[config.mk]
export PLATFORM = sky130hd
export DESIGN_NAME = wm_cycle_timer
export DESIGN_NICKNAME = d
export VERILOG_FILES = /design/src/rtl/wm_cycle_timer.sv
export SDC_FILE = /design/constraint.sdc
export NUM_CORES = 1
export LEC_CHECK = 0
export BUFFER_PORTS_ARGS = -buffer_cell sky130_fd_sc_hd__buf_2
export CAP_MARGIN = 30
export CORE_MARGIN = 2
export CORE_UTILIZATION = 40
export CTS_CLUSTER_SIZE = 14
export DETAILED_ROUTE_END_ITERATION = 7
export MAX_ROUTING_LAYER = met4
export PLACE_DENSITY = 0.6
export SYNTH_ARGS = -nofsm -noshare
export SYNTH_HDL_FRONTEND = slang
export SYNTH_SLANG_ARGS = --single-unit
[constraint.sdc]
create_clock -name clk -period 3.4 [get_ports clk]
set_input_delay 0.34 -clock clk [delete_from_list [all_inputs] [get_ports clk]]
set_output_delay 0.34 -clock clk [all_outputs]
set_load 0.05 [all_outputs]
[src/rtl/wm_cycle_timer.sv]
// Wash/spin phase timer and watchdog: timeouts rise D*TICK_DIV edges after phase entry, pause stretches by one clock each.
// Outputs are registered; a controller that does not leave a phase within ACK_LIMIT clocks of its timeout latches a sticky fault.
module wm_cycle_timer #(
  parameter int unsigned CNT_W       = 16,
  parameter int unsigned TICK_DIV    = 1,
  parameter int unsigned WASH_QUICK  = 100,
  parameter int unsigned WASH_NORMAL = 200,
  parameter int unsigned WASH_HEAVY  = 400,
  parameter int unsigned SPIN_SHORT  = 50,
  parameter int unsigned SPIN_LONG   = 120,
  parameter int unsigned ACK_LIMIT   = 8
) (
  input  logic             clk,
  input  logic             reset,
  input  logic             motor_on,
  input  logic             drain_value_on,
  input  logic [1:0]       program_sel,
  input  logic             pause,
  output logic             cycle_timeout,
  output logic             spin_timeout,
  output logic [CNT_W-1:0] time_left,
  output logic [1:0]       phase,
  output logic             fault
);

  typedef enum logic [2:0] {
    S_IDLE, S_WASH_RUN, S_WASH_DONE, S_SPIN_RUN, S_SPIN_DONE, S_FAULT
  } state_t;

  localparam int unsigned PRE_W = (TICK_DIV > 1) ? $clog2(TICK_DIV) : 1;
  localparam logic [PRE_W-1:0] PRE_LAST = PRE_W'(TICK_DIV - 1);
  localparam logic [CNT_W-1:0] ACK_LAST = CNT_W'(ACK_LIMIT - 1);

  // Zero-length phases still last one tick; oversized ones wrap to the counter width.
  function automatic logic [CNT_W-1:0] dur_of(input int unsigned d);
    logic [CNT_W-1:0] t;
    t = CNT_W'(d);
    return (t == '0) ? CNT_W'(1) : t;
  endfunction

  localparam logic [CNT_W-1:0] D_WQ = dur_of(WASH_QUICK);
  localparam logic [CNT_W-1:0] D_WN = dur_of(WASH_NORMAL);
  localparam logic [CNT_W-1:0] D_WH = dur_of(WASH_HEAVY);
  localparam logic [CNT_W-1:0] D_SS = dur_of(SPIN_SHORT);
  localparam logic [CNT_W-1:0] D_SL = dur_of(SPIN_LONG);

  state_t           state;
  logic [1:0]       prog_q;
  logic [PRE_W-1:0] presc;
  logic [CNT_W-1:0] cnt;
  logic             wash_act;
  logic             spin_act;
  logic             cur_act;
  logic [CNT_W-1:0] wash_dur;
  logic [CNT_W-1:0] spin_dur;

  assign wash_act = motor_on & ~drain_value_on;
  assign spin_act = motor_on & drain_value_on;
  assign cur_act  = ((state == S_WASH_RUN) || (state == S_WASH_DONE)) ? wash_act : spin_act;

  always_comb begin
    wash_dur = D_WN;
    case (program_sel)
      2'b00:   wash_dur = D_WQ;
      2'b10:   wash_dur = D_WH;
      default: wash_dur = D_WN;
    endcase
    spin_dur = (prog_q == 2'b00) ? D_SS : D_SL;
  end

  always_ff @(posedge clk or posedge reset) begin
    if (reset) begin
      state         <= S_IDLE;
      prog_q        <= 2'b01;
      presc         <= '0;
      cnt           <= '0;
      cycle_timeout <= 1'b0;
      spin_timeout  <= 1'b0;
      time_left     <= '0;
      phase         <= 2'b00;
      fault         <= 1'b0;
    end else begin
      case (state)
        S_IDLE: begin
          if (wash_act) begin
            state     <= S_WASH_RUN;
            prog_q    <= program_sel;
            cnt       <= wash_dur;
            time_left <= wash_dur;
            presc     <= '0;
            phase     <= 2'b01;
          end else if (spin_act) begin
            state     <= S_SPIN_RUN;
            cnt       <= spin_dur;
            time_left <= spin_dur;
            presc     <= '0;
            phase     <= 2'b10;
          end
        end

        S_WASH_RUN, S_SPIN_RUN: begin
          if (!cur_act) begin
            state     <= S_IDLE;
            cnt       <= '0;
            time_left <= '0;
            presc     <= '0;
            phase     <= 2'b00;
          end else if (!pause) begin
            if (presc == PRE_LAST) begin
              presc <= '0;
              if (cnt == CNT_W'(1)) begin
                // Counter is recycled as the acknowledge watchdog from here on.
                cnt       <= '0;
                time_left <= '0;
                if (state == S_WASH_RUN) begin
                  state         <= S_WASH_DONE;
                  cycle_timeout <= 1'b1;
                end else begin
                  state        <= S_SPIN_DONE;
                  spin_timeout <= 1'b1;
                end
              end else begin
                cnt       <= cnt - CNT_W'(1);
                time_left <= cnt - CNT_W'(1);
              end
            end else begin
              presc <= presc + PRE_W'(1);
            end
          end
        end

        S_WASH_DONE, S_SPIN_DONE: begin
          if (!cur_act) begin
            state         <= S_IDLE;
            cnt           <= '0;
            cycle_timeout <= 1'b0;
            spin_timeout  <= 1'b0;
            phase         <= 2'b00;
          end else if (cnt == ACK_LAST) begin
            state         <= S_FAULT;
            cnt           <= '0;
            cycle_timeout <= 1'b0;
            spin_timeout  <= 1'b0;
            phase         <= 2'b11;
            fault         <= 1'b1;
          end else begin
            cnt <= cnt + CNT_W'(1);
          end
        end

        S_FAULT: begin
          state <= S_FAULT;
        end

        default: begin
          state <= S_IDLE;
        end
      endcase
    end
  end

endmodule
==> qor.csv <==
metric,value,unit
status,"complete, no violations",
number of core rows,31,
Initial Utilization,0.410,
vias in the first global route,2452,
"leading cell type in the layout, fill and taps excluded",dfrtp_1,
Die Area,8050,µm²
Lkg Pwr,1.38,nW
Vias/cell,5.94,
Post-CTS Setup Repair Bufs,0,
"area leader, netlist",dfrtp_1,
"commonest non-fill, non-tap cells in the layout","41 x dfrtp_1, 29 x nand2_1, 27 x buf_2",
# DRC,0,
Worst Path Arrival,2830,ps
die height,89.7,µm
NumNets Final,362,
# clock sinks,42,
Crit Path Class,flip-flop to flip-flop,
number of max-cap violations,0,
"flops & latches, synth",42,
hpwl dp,5.54,mm
Final Hold Vio Count,0,
initial antenna violation count,0,
post-CTS sizing,0,
Overall Global Routing Usage,0.201,
slowest CP cell,or4_4,
Post-synth ARST share,1.00,
fin. max-slew vios,0,
Setup Viol. Count Final,0,
FMAX,0.376,GHz
P&R area growth vs syn,9.32,%
Synth area leaders,"dfrtp_1 35%, xnor2_1 4.2%, o21ai_0 4.1%, nand2_1 3.7%, nor3_1 3.1%",
clk root buf,clkbuf_8,
TritonCTS clock tree,done,
clock buffer count from CTS,5,
"Top cell by count, worst path",or4_4,
register area share after synthesis,0.358,
Tot Pwr,3.12,mW
first-pass GRT wire length,12.8,mm
Core Area,7180,µm²
Detail Route Antenna Nets,0,
CP peak stage delay,610,ps
H-tree levels,2,
Tmin final,2660,ps
DRT iter0 DRCs,316,
largest net degree at the start of global routing,43,
RR Endpoint,cnt[2],
Synth Area per Inst,8.52,µm²
clk buf depth,2,
Final Wtd Congestion,0.907,
Worst Setup Start Kind,flip-flop,
cells along the critical path,"or4_4, or4_4, o21ba_1, a2111oi_1, nor3_1",
die width,89.7,µm
RSZ-0062 raised after global routing,no,
via count,2686,
port buffer count,27,
routed len/inst,17.4,µm
top cell type's share of synthesized area,0.349,
clock-pin slew on the worst setup and hold paths,80,ps
CP Max Fanout,11,
Post-CTS Hold Buffers,0,
Setup Skew,8.73,ps
Critical Path RT,3570,ps
Synth Warn #,0,
Pwr Density,970,nW/µm²
final WL,7.88,mm
total inserted antenna cells,0,
total negative slack,0,ps
Syn Nets,355,
r2r worst-path depth,5,
worst skew pair latency,300,ps
# IOs,28,
R2R Path Start,cnt[6],
Max VDD drop,0.320,mV
R2R Setup Slk,740,ps
final worst-path cycle share,0.782,
post-synthesis cell area,2940,µm²
Mapped Cells,345,
top_reg_cell synth,dfrtp_1,
number of synthesized flops with an enable pin,0,
Crit. End Element,flip-flop,
Hold Path Class,input port to async pin,
share of layout cells above drive strength 1,0.153,
Pre-antenna DRT Iters,5,
Congestion Overflow GR,0,
Worst-Margin Slew,914,ps
Slew HR,0.388,
Yosys cell types,62,
-- cells by family (layout without fill, tap and decap cells) --
group           Yosys count  in the layout  synth area share
simple gates            124            124             0.225
buf+inv                  43             51            0.0655
mux                       9              9            0.0336
flops                    42             42             0.358
fa+ha+maj                 3              3            0.0128
xor+xnor                 19             19            0.0566
compound gates          105            105             0.249
-- through the flow --
stage	instances	hold WS, ps	instance area (µm²)	utilization	setup WS [ps]
3_3_place_gp	443	456	3080	0.429	818
4_1_cts	451	283	3190	0.444	756
2_1_floorplan	345	473	2940	-	965
5_1_grt	452	101	3210	0.448	579
3_5_place_dp	443	460	3080	0.429	785
6_report	452	53.9	3210	0.448	742
-- report_power, final --
part	switching [mW]	internal [mW]	total, mW
sequential	0.281	0.665	0.946
clock	0.177	0.216	0.393
combinational	1.13	0.646	1.78
-- per-layer routing --
| layer | share of wire | global-route usage | up-vias |
|---|---|---|---|
| li1 | - | - | 1292 |
| met1 | 0.48 | 0.274 | 1282 |
| met2 | 0.46 | 0.314 | 101 |
| met3 | 0.049 | 0.0285 | 11 |
| met4 | 0.012 | 0.0603 | 0 |
| met5 | 0 | - | - |
-- worst max-delay path: cells and delay by family, from the launching register on --
kind	cells	cell delay [ps]
AND/OR/NAND/NOR	3	1230
AO/OA/AOI/OAI	2	800
flip-flops	1	490
-- flip-flops by register name, summed over array words and instances (netlist names) --
register       cells
cnt               16
time_left         16
state              3
phase              2
prog_q             2
cycle_timeout      1
fault              1
spin_timeout       1
-- final cells by class --
class | count | area, µm²
clock buffer | 5 | 68.8
clock inverter | 3 | 40.0
fill | 710 | 3960
inverter | 11 | 41.3
multi-input combinational | 260 | 1700
sequential | 42 | 1050
tap | 99 | 124
timing repair buffer | 32 | 193
-- cell usage after synthesis, types with 4 or more instances --
master,number
o211ai_1,9
buf_6,4
or3_1,7
nand2_1,29
mux2_2,6
xnor2_1,14
nor3_1,18
or4_1,6
a211o_1,6
a21o_1,7
xor2_1,5
dfrtp_1,41
nor2_1,15
nand3_1,12
a21oi_1,15
inv_1,11
nand2b_1,4
nor4_1,9
o21ai_1,7
clkbuf_1,24
o22ai_1,4
o31ai_1,5
nand4_1,8
o21ai_0,24
-- worst max path at each step --
stage | startpoint | slack [ps] | to | depth (start not counted)
2_1_floorplan | cnt[6] | 960 | time_left[8] | 8
4_1_cts | cnt[6] | 760 | cnt[2] | 5
6_report | cnt[6] | 740 | cnt[2] | 5
3_5_place_dp | cnt[6] | 790 | cnt[2] | 5
5_1_grt | cnt[0] | 580 | cnt[15] | 7
3_3_place_gp | cnt[6] | 820 | cnt[2] | 5
Power figures use the tool's default switching activity.
